===== config.mk =====
export PLATFORM = sky130hd
export DESIGN_NAME = id_pipe_flat
export DESIGN_NICKNAME = d
export VERILOG_FILES = /design/src/rtl/id_pipe_if.sv /design/src/rtl/id_pipe.sv /design/src/flat_wrapper.sv
export SDC_FILE = /design/constraint.sdc
export NUM_CORES = 1
export LEC_CHECK = 0
export ABC_AREA = 1
export BUFFER_PORTS_ARGS = -buffer_cell sky130_fd_sc_hd__buf_2
export CORE_ASPECT_RATIO = 1.1
export CORE_MARGIN = 2
export CORE_UTILIZATION = 40
export DETAILED_ROUTE_END_ITERATION = 16
export PLACE_DENSITY = 0.76
export SYNTH_ARGS = -nofsm -noshare
export SYNTH_HDL_FRONTEND = slang
export SYNTH_SLANG_ARGS = --single-unit
export TNS_END_PERCENT = 10

===== constraint.sdc =====
create_clock -name clk -period 1.7 [get_ports clk]
set_clock_uncertainty 0.15 [all_clocks]
set_input_delay 0.085 -clock clk [delete_from_list [all_inputs] [get_ports clk]]
set_output_delay 0.085 -clock clk [all_outputs]
set_load 0.05 [all_outputs]

===== src/rtl/id_pipe_if.sv =====
// Bundles the id_pipe fetch-side, regfile, EX-bypass and EX-side signals.
// slave is the decode stage's view and master is the surrounding pipeline's view.
interface id_pipe_if #(
  parameter int XLEN = 32,
  parameter int RAW  = 5
);
  // fetch side
  logic            in_valid;
  logic            in_ready;
  logic [31:0]     in_pc;
  logic [31:0]     in_inst;
  // regfile read ports
  logic [RAW-1:0]  raddr1;
  logic [RAW-1:0]  raddr2;
  logic [XLEN-1:0] rdata1;
  logic [XLEN-1:0] rdata2;
  // in-flight EX write
  logic            ex_we;
  logic [RAW-1:0]  ex_waddr;
  logic [XLEN-1:0] ex_wdata;
  // EX side
  logic            out_valid;
  logic            out_ready;
  logic [31:0]     out_pc;
  logic [3:0]      out_aluop;
  logic [1:0]      out_alusel;
  logic [XLEN-1:0] out_src1;
  logic [XLEN-1:0] out_src2;
  logic [RAW-1:0]  out_waddr;
  logic            out_we;
  logic            out_illegal;

  modport slave (
    input  in_valid, in_pc, in_inst, rdata1, rdata2,
    input  ex_we, ex_waddr, ex_wdata, out_ready,
    output in_ready, raddr1, raddr2,
    output out_valid, out_pc, out_aluop, out_alusel,
    output out_src1, out_src2, out_waddr, out_we, out_illegal
  );

  modport master (
    output in_valid, in_pc, in_inst, rdata1, rdata2,
    output ex_we, ex_waddr, ex_wdata, out_ready,
    input  in_ready, raddr1, raddr2,
    input  out_valid, out_pc, out_aluop, out_alusel,
    input  out_src1, out_src2, out_waddr, out_we, out_illegal
  );
endinterface


===== src/rtl/id_pipe.sv =====
// Instruction-decode stage: decodes, reads operands, stalls or bypasses on EX hazards, and feeds one output register.
// Define ID_FWD_EN to bypass ex_wdata into the operands instead of stalling on a hazard.
module id_pipe #(
  parameter int XLEN = 32,
  parameter int RAW  = 5
) (
  input  logic     clk,
  input  logic     rst,
  input  logic     i_flush,
  id_pipe_if.slave bus
);

  typedef enum logic [3:0] {
    ALU_NOP = 4'd0,
    ALU_ADD = 4'd1,
    ALU_SUB = 4'd2,
    ALU_AND = 4'd3,
    ALU_OR  = 4'd4,
    ALU_XOR = 4'd5,
    ALU_LUI = 4'd6
  } aluop_e;

  typedef enum logic [1:0] {
    SEL_NOP   = 2'd0,
    SEL_LOGIC = 2'd1,
    SEL_ARITH = 2'd2
  } alusel_e;

`ifdef ID_FWD_EN
  localparam bit FWD = 1'b1;
`else
  localparam bit FWD = 1'b0;
`endif

  logic [31:0]     w_inst;
  logic [RAW-1:0]  w_rd;
  logic [RAW-1:0]  w_rj;
  logic [RAW-1:0]  w_rk;
  logic [XLEN-1:0] w_imm_ui12;
  logic [XLEN-1:0] w_imm_si12;
  logic [XLEN-1:0] w_imm_lui;

  assign w_inst     = bus.in_inst;
  assign w_rd       = RAW'(w_inst[4:0]);
  assign w_rj       = RAW'(w_inst[9:5]);
  assign w_rk       = RAW'(w_inst[14:10]);
  assign w_imm_ui12 = XLEN'(w_inst[21:10]);
  assign w_imm_si12 = XLEN'($signed(w_inst[21:10]));
  assign w_imm_lui  = XLEN'($signed({w_inst[24:5], 12'b0}));

  assign bus.raddr1 = w_rj;
  assign bus.raddr2 = w_rk;

  aluop_e          w_op;
  alusel_e         w_sel;
  logic            w_is_3r;
  logic            w_is_lui;
  logic            w_illegal;
  logic [XLEN-1:0] w_imm;

  // NOTE: every always_comb output gets a default first, so no path can leave one unassigned and infer a latch.
  always_comb begin
    w_op      = ALU_NOP;
    w_sel     = SEL_NOP;
    w_is_3r   = 1'b0;
    w_is_lui  = 1'b0;
    w_illegal = 1'b1;
    w_imm     = '0;

    // 2RI12 forms
    case (w_inst[31:22])
      10'h00E: begin w_op = ALU_OR;  w_sel = SEL_LOGIC; w_imm = w_imm_ui12; w_illegal = 1'b0; end
      10'h00D: begin w_op = ALU_AND; w_sel = SEL_LOGIC; w_imm = w_imm_ui12; w_illegal = 1'b0; end
      10'h00F: begin w_op = ALU_XOR; w_sel = SEL_LOGIC; w_imm = w_imm_ui12; w_illegal = 1'b0; end
      10'h00A: begin w_op = ALU_ADD; w_sel = SEL_ARITH; w_imm = w_imm_si12; w_illegal = 1'b0; end
      default: ;
    endcase

    if (w_inst[31:25] == 7'h0A) begin
      w_op      = ALU_LUI;
      w_sel     = SEL_ARITH;
      w_imm     = w_imm_lui;
      w_is_lui  = 1'b1;
      w_illegal = 1'b0;
    end

    // 3R forms
    case (w_inst[31:15])
      17'h00020: begin w_op = ALU_ADD; w_sel = SEL_ARITH; w_is_3r = 1'b1; w_illegal = 1'b0; end
      17'h00022: begin w_op = ALU_SUB; w_sel = SEL_ARITH; w_is_3r = 1'b1; w_illegal = 1'b0; end
      17'h00029: begin w_op = ALU_AND; w_sel = SEL_LOGIC; w_is_3r = 1'b1; w_illegal = 1'b0; end
      17'h0002A: begin w_op = ALU_OR;  w_sel = SEL_LOGIC; w_is_3r = 1'b1; w_illegal = 1'b0; end
      17'h0002B: begin w_op = ALU_XOR; w_sel = SEL_LOGIC; w_is_3r = 1'b1; w_illegal = 1'b0; end
      default: ;
    endcase
  end

  // r0 can never match: the zero check on ex_waddr excludes it.
  logic w_hit1;
  logic w_hit2;
  logic w_hazard;

  assign w_hit1   = bus.ex_we && (bus.ex_waddr != '0) && (bus.ex_waddr == w_rj);
  assign w_hit2   = bus.ex_we && (bus.ex_waddr != '0) && (bus.ex_waddr == w_rk) && w_is_3r;
  assign w_hazard = !FWD && (w_hit1 || w_hit2);

  logic [XLEN-1:0] w_rj_val;
  logic [XLEN-1:0] w_rk_val;
  logic [XLEN-1:0] w_src1;
  logic [XLEN-1:0] w_src2;
  logic            w_we;
  logic [RAW-1:0]  w_waddr;

  assign w_rj_val = (w_rj == '0)       ? '0           :
                    (FWD && w_hit1)    ? bus.ex_wdata : bus.rdata1;
  assign w_rk_val = (w_rk == '0)       ? '0           :
                    (FWD && w_hit2)    ? bus.ex_wdata : bus.rdata2;
  assign w_src1   = (w_is_lui || w_illegal) ? '0 : w_rj_val;
  assign w_src2   = w_is_3r ? w_rk_val : w_imm;
  assign w_we     = !w_illegal && (w_rd != '0);
  assign w_waddr  = w_illegal ? '0 : w_rd;

  logic            r_out_valid;
  logic [31:0]     r_pc;
  aluop_e          r_aluop;
  alusel_e         r_alusel;
  logic [XLEN-1:0] r_src1;
  logic [XLEN-1:0] r_src2;
  logic [RAW-1:0]  r_waddr;
  logic            r_we;
  logic            r_illegal;
  logic            w_in_ready;
  logic            w_accept;

  assign w_in_ready = !rst && !i_flush && !w_hazard && (!r_out_valid || bus.out_ready);
  assign w_accept   = bus.in_valid && w_in_ready;

  // Priority: reset, then flush, then a new accept, then drain on out_ready.
  // NOTE: state registers use non-blocking assignments so every flop samples pre-edge values.
  // NOTE: the payload fields are reset too, so EX never sees X on a cleared stage.
  always_ff @(posedge clk) begin
    if (rst) begin
      r_out_valid <= 1'b0;
      r_pc        <= '0;
      r_aluop     <= ALU_NOP;
      r_alusel    <= SEL_NOP;
      r_src1      <= '0;
      r_src2      <= '0;
      r_waddr     <= '0;
      r_we        <= 1'b0;
      r_illegal   <= 1'b0;
    end else if (i_flush) begin
      r_out_valid <= 1'b0;
    end else if (w_accept) begin
      r_out_valid <= 1'b1;
      r_pc        <= bus.in_pc;
      r_aluop     <= w_op;
      r_alusel    <= w_sel;
      r_src1      <= w_src1;
      r_src2      <= w_src2;
      r_waddr     <= w_waddr;
      r_we        <= w_we;
      r_illegal   <= w_illegal;
    end else if (bus.out_ready) begin
      r_out_valid <= 1'b0;
    end
  end

  assign bus.in_ready    = w_in_ready;
  assign bus.out_valid   = r_out_valid;
  assign bus.out_pc      = r_pc;
  assign bus.out_aluop   = r_aluop;
  assign bus.out_alusel  = r_alusel;
  assign bus.out_src1    = r_src1;
  assign bus.out_src2    = r_src2;
  assign bus.out_waddr   = r_waddr;
  assign bus.out_we      = r_we;
  assign bus.out_illegal = r_illegal;

endmodule


===== src/flat_wrapper.sv =====
// flat-port wrapper written by rule: the top's interface ports become plain ports
module id_pipe_flat 
#(
  parameter int XLEN = 32,
  parameter int RAW  = 5
)
  (clk, rst, i_flush, bus_in_valid, bus_in_pc, bus_in_inst, bus_rdata1, bus_rdata2, bus_ex_we, bus_ex_waddr, bus_ex_wdata, bus_out_ready, bus_in_ready, bus_raddr1, bus_raddr2, bus_out_valid, bus_out_pc, bus_out_aluop, bus_out_alusel, bus_out_src1, bus_out_src2, bus_out_waddr, bus_out_we, bus_out_illegal);
  id_pipe_if #(.XLEN(XLEN), .RAW(RAW)) bus_i ();
  input  logic clk;
  input  logic rst;
  input  logic i_flush;
  input wire logic [$bits(bus_i.in_valid)-1:0] bus_in_valid;
  input wire logic [$bits(bus_i.in_pc)-1:0] bus_in_pc;
  input wire logic [$bits(bus_i.in_inst)-1:0] bus_in_inst;
  input wire logic [$bits(bus_i.rdata1)-1:0] bus_rdata1;
  input wire logic [$bits(bus_i.rdata2)-1:0] bus_rdata2;
  input wire logic [$bits(bus_i.ex_we)-1:0] bus_ex_we;
  input wire logic [$bits(bus_i.ex_waddr)-1:0] bus_ex_waddr;
  input wire logic [$bits(bus_i.ex_wdata)-1:0] bus_ex_wdata;
  input wire logic [$bits(bus_i.out_ready)-1:0] bus_out_ready;
  output wire logic [$bits(bus_i.in_ready)-1:0] bus_in_ready;
  output wire logic [$bits(bus_i.raddr1)-1:0] bus_raddr1;
  output wire logic [$bits(bus_i.raddr2)-1:0] bus_raddr2;
  output wire logic [$bits(bus_i.out_valid)-1:0] bus_out_valid;
  output wire logic [$bits(bus_i.out_pc)-1:0] bus_out_pc;
  output wire logic [$bits(bus_i.out_aluop)-1:0] bus_out_aluop;
  output wire logic [$bits(bus_i.out_alusel)-1:0] bus_out_alusel;
  output wire logic [$bits(bus_i.out_src1)-1:0] bus_out_src1;
  output wire logic [$bits(bus_i.out_src2)-1:0] bus_out_src2;
  output wire logic [$bits(bus_i.out_waddr)-1:0] bus_out_waddr;
  output wire logic [$bits(bus_i.out_we)-1:0] bus_out_we;
  output wire logic [$bits(bus_i.out_illegal)-1:0] bus_out_illegal;
  assign bus_i.in_valid = bus_in_valid;
  assign bus_i.in_pc = bus_in_pc;
  assign bus_i.in_inst = bus_in_inst;
  assign bus_i.rdata1 = bus_rdata1;
  assign bus_i.rdata2 = bus_rdata2;
  assign bus_i.ex_we = bus_ex_we;
  assign bus_i.ex_waddr = bus_ex_waddr;
  assign bus_i.ex_wdata = bus_ex_wdata;
  assign bus_i.out_ready = bus_out_ready;
  assign bus_in_ready = bus_i.in_ready;
  assign bus_raddr1 = bus_i.raddr1;
  assign bus_raddr2 = bus_i.raddr2;
  assign bus_out_valid = bus_i.out_valid;
  assign bus_out_pc = bus_i.out_pc;
  assign bus_out_aluop = bus_i.out_aluop;
  assign bus_out_alusel = bus_i.out_alusel;
  assign bus_out_src1 = bus_i.out_src1;
  assign bus_out_src2 = bus_i.out_src2;
  assign bus_out_waddr = bus_i.out_waddr;
  assign bus_out_we = bus_i.out_we;
  assign bus_out_illegal = bus_i.out_illegal;
  id_pipe #(.XLEN(XLEN), .RAW(RAW)) u_core (.clk(clk), .rst(rst), .i_flush(i_flush), .bus(bus_i));
endmodule

==> results of run 1 <==
-- per-layer routing --
metal | part of all wire (%) | vias to the layer above | global-route usage [%]
met1 | 39 | 3236 | 28.84
met4 | 3.9 | 0 | 12.94
met5 | 0 | - | 0
li1 | - | 3704 | -
met3 | 8.3 | 55 | 6.076
met2 | 49 | 370 | 44.57
-- synth_stat cells --
library cell,instances
nand3_4,1
o211ai_1,1
nor2_2,3
inv_2,3
a31oi_1,1
buf_1,2
nor4_1,1
xor2_1,5
nor2_4,1
o21bai_4,1
o2111ai_1,1
nand4_1,2
dfxtp_1,109
o21ai_1,6
nand3_1,33
nand3b_1,3
a21oi_1,41
nor3_1,7
clkbuf_1,17
o21bai_1,6
buf_6,4
nor2_1,199
buf_4,13
nand3_2,3
buf_2,24
o21ai_0,33
inv_1,151
nand2_2,2
xnor2_1,4
nand2_1,309
conb_1,1
a21boi_1,1
-- area by class of cell --
cell class,instances,area [sq um]
clock buffers,10,239.0
flip-flops and latches,109,2183
inverters,154,579.3
multi-input cells,665,2864
clock inverters,6,57.56
well taps,192,240.2
fillers,1243,5177
repair buffers,442,3105
-- power breakdown --
part	internal [mW]	switching [mW]
clock	1.06	1.05
combinational	0.641	1.12
sequential	2.69	0.0683
-- cell families after synthesis --
kind of cell	share of synthesized area [%]
AO/OA/AOI/OAI	8.364
XOR/XNOR	1.334
buffers and inverters	15.44
flip-flops	36.93
other	0.06346
AND/OR/NAND/NOR	37.88
-- cell usage in the layout, fill, tap and decap left out, types with 2 or more instances in the layout --
cell,instances
inv_2,2
buf_4,73
nand4_1,2
dfxtp_1,108
dlygate4sd3_1,96
inv_1,151
nand3_1,33
nand2_2,7
nor2_2,7
o21ai_1,7
nand3b_1,3
clkinvlp_4,2
nand2_1,303
o21bai_1,6
buf_6,4
buf_12,6
xor2_1,5
nor2_1,195
o21ai_0,32
inv_6,2
a21oi_1,40
xnor2_1,4
nand3_2,3
nor3_1,7
buf_16,2
clkbuf_16,12
buf_2,257
-- repair_timing --
| item | 4_1_cts | 5_1_grt |
|---|---|---|
| hold buffers | 96 | 0 |
| setup endpoints to repair | 89 | 103 |
| resized for setup | 8 | 14 |
| cloned | 0 | 5 |
| buffers inserted | 0 | 3 |
| pin swaps | 0 | 4 |
| hold endpoints to repair | 94 | 0 |
-- metrics by stage --
step | cell area [sq um] | TNS, ns
final | 9269 | 0
after floorplan | 5911 | 0
after global routing | 9269 | -0.03882
after global placement | 7805 | -17.74
after CTS | 9096 | 0
after detailed placement | 7805 | -23.02
-- state kept, by name (all words and copies together), names as in the netlist --
| register | cells |
|---|---|
| u_core.bus.out_src1 | 32 |
| u_core.bus.out_pc | 32 |
| u_core.bus.out_alusel | 2 |
| u_core.bus.out_valid | 1 |
| u_core.bus.out_aluop | 3 |
| u_core.bus.out_waddr | 5 |
| u_core.bus.out_src2 | 32 |
| u_core.bus.out_illegal | 1 |
| u_core.bus.out_we | 1 |
-- worst max path at each step --
| stage | start | endpoint | cells after the start |
|---|---|---|---|
| after global routing | u_core.bus.out_valid | u_core.bus.out_waddr[3] | 9 |
| after detailed placement | bus_in_inst[22] | u_core.bus.out_pc[9] | 12 |
| after global placement | bus_in_inst[22] | u_core.bus.out_pc[9] | 12 |
| after floorplan | u_core.bus.out_valid | u_core.bus.out_src1[30] | 9 |
| final | u_core.bus.out_valid | u_core.bus.out_waddr[3] | 9 |
| after CTS | u_core.bus.out_valid | bus_in_ready | 7 |
-- worst register-to-register path: stages, from the launching register on --
cell	delay (ns)
dfxtp_2	0.33
nand2_2	0.08
nand2_4	0.07
a31oi_4	0.21
nand3_4	0.12
buf_4	0.17
buf_16	0.16
nand2_1	0.11
inv_1	0.04
nor2_1	0.12
==> impl_metrics.toml, run 1 <==
[critical_path]
path_buf_inv = 3
r2r_end = "u_core.bus.out_waddr[3]"
crit_path_top_delay_cell = "dfxtp_2"
setup.worst_path.end_class = "flip-flop"
worstSetupPathType = "reg2reg"
cp-start-kind = "flip-flop"
rr_worst_depth = 9
max_stage_delay_ns = 0.33
cpLargestDelayFamily = "simple AND/OR/NAND/NOR gates"
worstPathCellList = "nand2_2 -> nand2_4 -> a31oi_4 -> nand3_4 -> buf_4 -> buf_16 -> nand2_1 -> inv_1 -> nor2_1"
required_ns = 1.83
reg2reg_from = "u_core.bus.out_valid"
crit_fanout = 36
worstPathArrival_ns = 1.76
reg2reg_slack_ns = 0.07

[pwr]
leakage_nw = 5.309
ir_drop_mv = 0.5252
finalPower_mw = 6.629
p_per_area_mw_per_mm2 = 715.2

[hold_path]
worst_hold_startpoint = "bus_rdata2[28]"
whs_path_depth = 5
holdPathEnd = "u_core.bus.out_src2[28]"
holdCritPathClass = "in2reg"

[sta]
max_freq_mhz = 612.4
setup_viol_count_final = 0
finalHoldViolCount = 0
period_share_pct = 96.05
min_period_ns = 1.633
hold_ws_ns = 0.01870
drv_slew = 0
worst_slack_ns = 0.06713

[route]
routed_wl_microns = 21980
num_vias = 7365
drc = 0
detail_route.wl_per_cell_microns = 13.93
drt-vias-per-instance = 4.667
dr.pass1.iters = 5
ant_nets = 0
drtIter0Drc = 492

[yosys]
synthCells = 988
netlist.area_leader.share_pct = 36.93
ys_seq_area_share_pct = 36.93
yosysTopAreaCell = "dfxtp_1"
syn_area_sq_mm = 0.005909
syn-num-nets = 1159
ys_warn_count = 0
synth.avg_cell_area_sq_um = 5.981
ys_types = 32
yosys-top-cells-area = "dfxtp_1 37%, nand2_1 20%, nor2_1 13%"
ys_ff_latch = 109

[clock_tree]
cts.clk_slew.worst_paths_ns = 0.08
clock_sinks = 109
cts-root-buf = "clkbuf_16"
cts_buffer_depth = 2
cts_tree = "done"
clk_latency_ns = 0.34
cts_buffers = 9
h-tree-depth = 3

[final_layout]
layout-drive-gt1-share_pct = 28.07
post-route-util_pct = 64.16
stdcell_count = 1578
diodes = 0
fin_nets = 1552
syn2layout_area_growth_pct = 56.85

[global_route]
grt-ovfl-total = 0
antenna_found_initial = 0
grt_pass1_vias = 6652
grt_usage_pct = 25.57
grt_max_degree = 82
grt_pass1_wl_microns = 32390

[floorplan]
die_y_microns = 131.5
core_area_sq_mm = 0.01445
ios = 292
die_x_microns = 119.9
die-area_sq_mm = 0.01576
row_count = 46
start_util_pct = 40.91

[placement]
post-place-ws_ns = -0.2515
hpwl_microns = 14550
place_inst = 1459
port_buffers = 258
place.gp.congestion = 0.9544

[flow_run]
maxCapViolCount = 0

[run_status]
status = "complete, no violations"
Power figures use the tool's default switching activity.
==> inputs of run 2 (changes only) <==
--- a/config.mk
+++ b/config.mk
@@ -7,7 +7,7 @@
 export LEC_CHECK = 0
 export ABC_AREA = 1
 export BUFFER_PORTS_ARGS = -buffer_cell sky130_fd_sc_hd__buf_2
-export CORE_ASPECT_RATIO = 1.1
+export CORE_ASPECT_RATIO = 0.75
 export CORE_MARGIN = 2
 export CORE_UTILIZATION = 40
 export DETAILED_ROUTE_END_ITERATION = 16
==> constraint.sdc (replaced) <==
create_clock -name clk -period 1.7 [get_ports clk]
set_clock_uncertainty 0.15 [all_clocks]
set_input_delay 0.255 -clock clk [delete_from_list [all_inputs] [get_ports clk]]
set_output_delay 0.255 -clock clk [all_outputs]
set_load 0.05 [all_outputs]
==> run 2 against run 1 <==
Against the previous run:
- the run now ends with setup timing left
- final cell count down 0.89%
- utilization rose by 2.0 points
- setup slack worse by 0.38 ns
- combinational power increased by 3%
- critical path depth rose by 7
- die area hardly changed
- critical endpoint is now u_core.bus.out_src1[5]
- cell area increased by 3.1%
- largest power group unchanged
- sequential cell count unchanged
==> impl_metrics.toml, run 2 (synthesized netlist as in run 1, its figures left out) <==
[placement]
place.gp.congestion = 0.9547
port_buffers = 258
hpwl_microns = 14530

[critical_path]
rr_worst_depth = 11
max_stage_delay_ns = 0.22
crit_fanout = 7
crit_path_top_delay_cell = "buf_8"
setup.worst_path.end_class = "flip-flop"
required_ns = 1.82
worstPathArrival_ns = 2.13
r2r_end = "u_core.bus.out_src1[5]"
worstSetupPathType = "in2reg"
worstPathCellList = "buf_2 -> inv_2 -> nor2_1 -> nand2_2 -> buf_6 -> nor2_2 -> nand3_2 -> nand3_4 -> o21bai_4 -> buf_6 -> nand3_4 -> buf_8 -> clkbuf_16 -> nand2_1 -> nand2_1 -> nor2_1"
worstSetupStartpoint = "bus_in_inst[20]"
cp-start-kind = "input port"
reg2reg_slack_ns = -0.26
reg2reg_from = "u_core.bus.out_valid"

[sta]
worst_slack_ns = -0.3082
rsz0062_at_grt = "true"
min_period_ns = 2.008
max_freq_mhz = 498.0
finalHoldViolCount = 0
setup_viol_count_final = 110
max_slew_margin_pct = 63.45
drv_slew = 0
worst_slew_pin_slew_ns = 0.5477
period_share_pct = 118.1
fin_setup_tns_ns = -17.48
hold_ws_ns = 0.008143

[flow_run]
maxCapViolCount = 0

[clock_tree]
clk_latency_ns = 0.34
cts_tree = "done"
cts-root-buf = "clkbuf_16"
cts_buffer_depth = 2
h-tree-depth = 3
clock_sinks = 109
cts.clk_slew.worst_paths_ns = 0.08
cts_buffers = 9

[floorplan]
start_util_pct = 40.88
die-area_sq_mm = 0.01577
die_y_microns = 109.3
row_count = 38
die_x_microns = 144.4
core_area_sq_mm = 0.01445
ios = 292

[route]
routed_wl_microns = 22060
detail_route.wl_per_cell_microns = 14.10
dr.pass1.iters = 7
drtIter0Drc = 559
num_vias = 7275
drc = 0
drt-vias-per-instance = 4.652
ant_nets = 0

[final_layout]
fin_nets = 1530
final_common_cell = "nand2_1"
fillCellCount = 1242
multi_input_area_sq_mm = 0.003174
diodes = 0
syn2layout_area_growth_pct = 61.74
layout-drive-gt1-share_pct = 35.56
final_cell_mix = "294 x nand2_1, 256 x buf_2, 169 x nor2_1"
post-route-util_pct = 66.13
register_area_sq_mm = 0.002183

[hold_path]
holdPathEnd = "u_core.bus.out_pc[3]"
whs_path_depth = 3
worst_hold_startpoint = "bus_in_pc[3]"
holdCritPathClass = "in2reg"

[pwr]
ir_drop_mv = 0.6429
leakage_nw = 5.372
finalPower_mw = 6.744
p_per_area_mw_per_mm2 = 705.6

[global_route]
antenna_found_initial = 0
grt_max_degree = 44
grt_pass1_vias = 6621
grt_usage_pct = 25.25
grt_pass1_wl_microns = 31430
grt-ovfl-total = 0

[run_status]
status = "complete, but fails checks"
violations = "setup timing"
[run 2: cell count changes in the layout (fill, tap and decap cells not counted), moves of 11 or more]
cell,previous run,this run
buf_12,6,17
nor2_2,7,27
dlygate4sd3_1,96,50
nor2_1,195,169
a21oi_1,40,15
a21oi_2,1,23
buf_6,4,16
[run 2: report_power, final]
part,switching (mW),internal [mW]
logic,1.15,0.656
registers,0.0681,2.69
clock network,1.01,1.17
[run 2: routing by layer]
| metal | vias up | track usage, % | wire length [microns] |
|---|---|---|---|
| li1 | 3665 | - | - |
| met4 | 0 | 7.074 | 418 |
| met5 | - | 0 | 0 |
| met3 | 40 | 7.378 | 2093 |
| met1 | 3228 | 32.98 | 9224 |
| met2 | 342 | 40.79 | 10320 |
[run 2: how the worst max path moves through the flow]
stage	endpoint	slack [ns]
floorplan	u_core.bus.out_src2[15]	-0.04
finish	u_core.bus.out_src1[5]	-0.31
global placement	u_core.bus.out_src2[14]	-0.36
global route	u_core.bus.out_src1[5]	-0.33
detailed placement	u_core.bus.out_pc[3]	-0.42
CTS	bus_in_ready	-0.11
[run 2: critical path, delay by kind of cell]
family | cells | cell delay [ns]
buffers and inverters | 6 | 0.83
AO/OA/AOI/OAI | 1 | 0.20
AND/OR/NAND/NOR | 9 | 0.86
[run 2: area by class of cell]
| class | count | share of cell area, % |
|---|---|---|
| inverter | 154 | 6.061 |
| sequential | 109 | 22.84 |
| timing repair buffer | 420 | 32.02 |
| clock buffer | 9 | 2.356 |
| multi-input combinational | 665 | 33.21 |
| clock inverter | 7 | 0.8902 |
| tap | 200 | 2.618 |
[run 2: repair_timing]
item	CTS	global route
gates resized for setup	73	47
pin swaps	25	14
setup buffers	9	2
hold buffers	50	0
gates cloned	1	7
endpoints found under the hold margin	50	0
endpoints found under the setup margin	109	110
[run 2: per-stage QoR]
stage,setup WS [ns],instance area (sq um),std cells
finish,-0.3082,9558,1564
detailed placement,-0.4204,8043,1480
floorplan,-0.03897,5951,988
global route,-0.3330,9558,1564
global placement,-0.3599,8043,1480
CTS,-0.1061,9208,1555
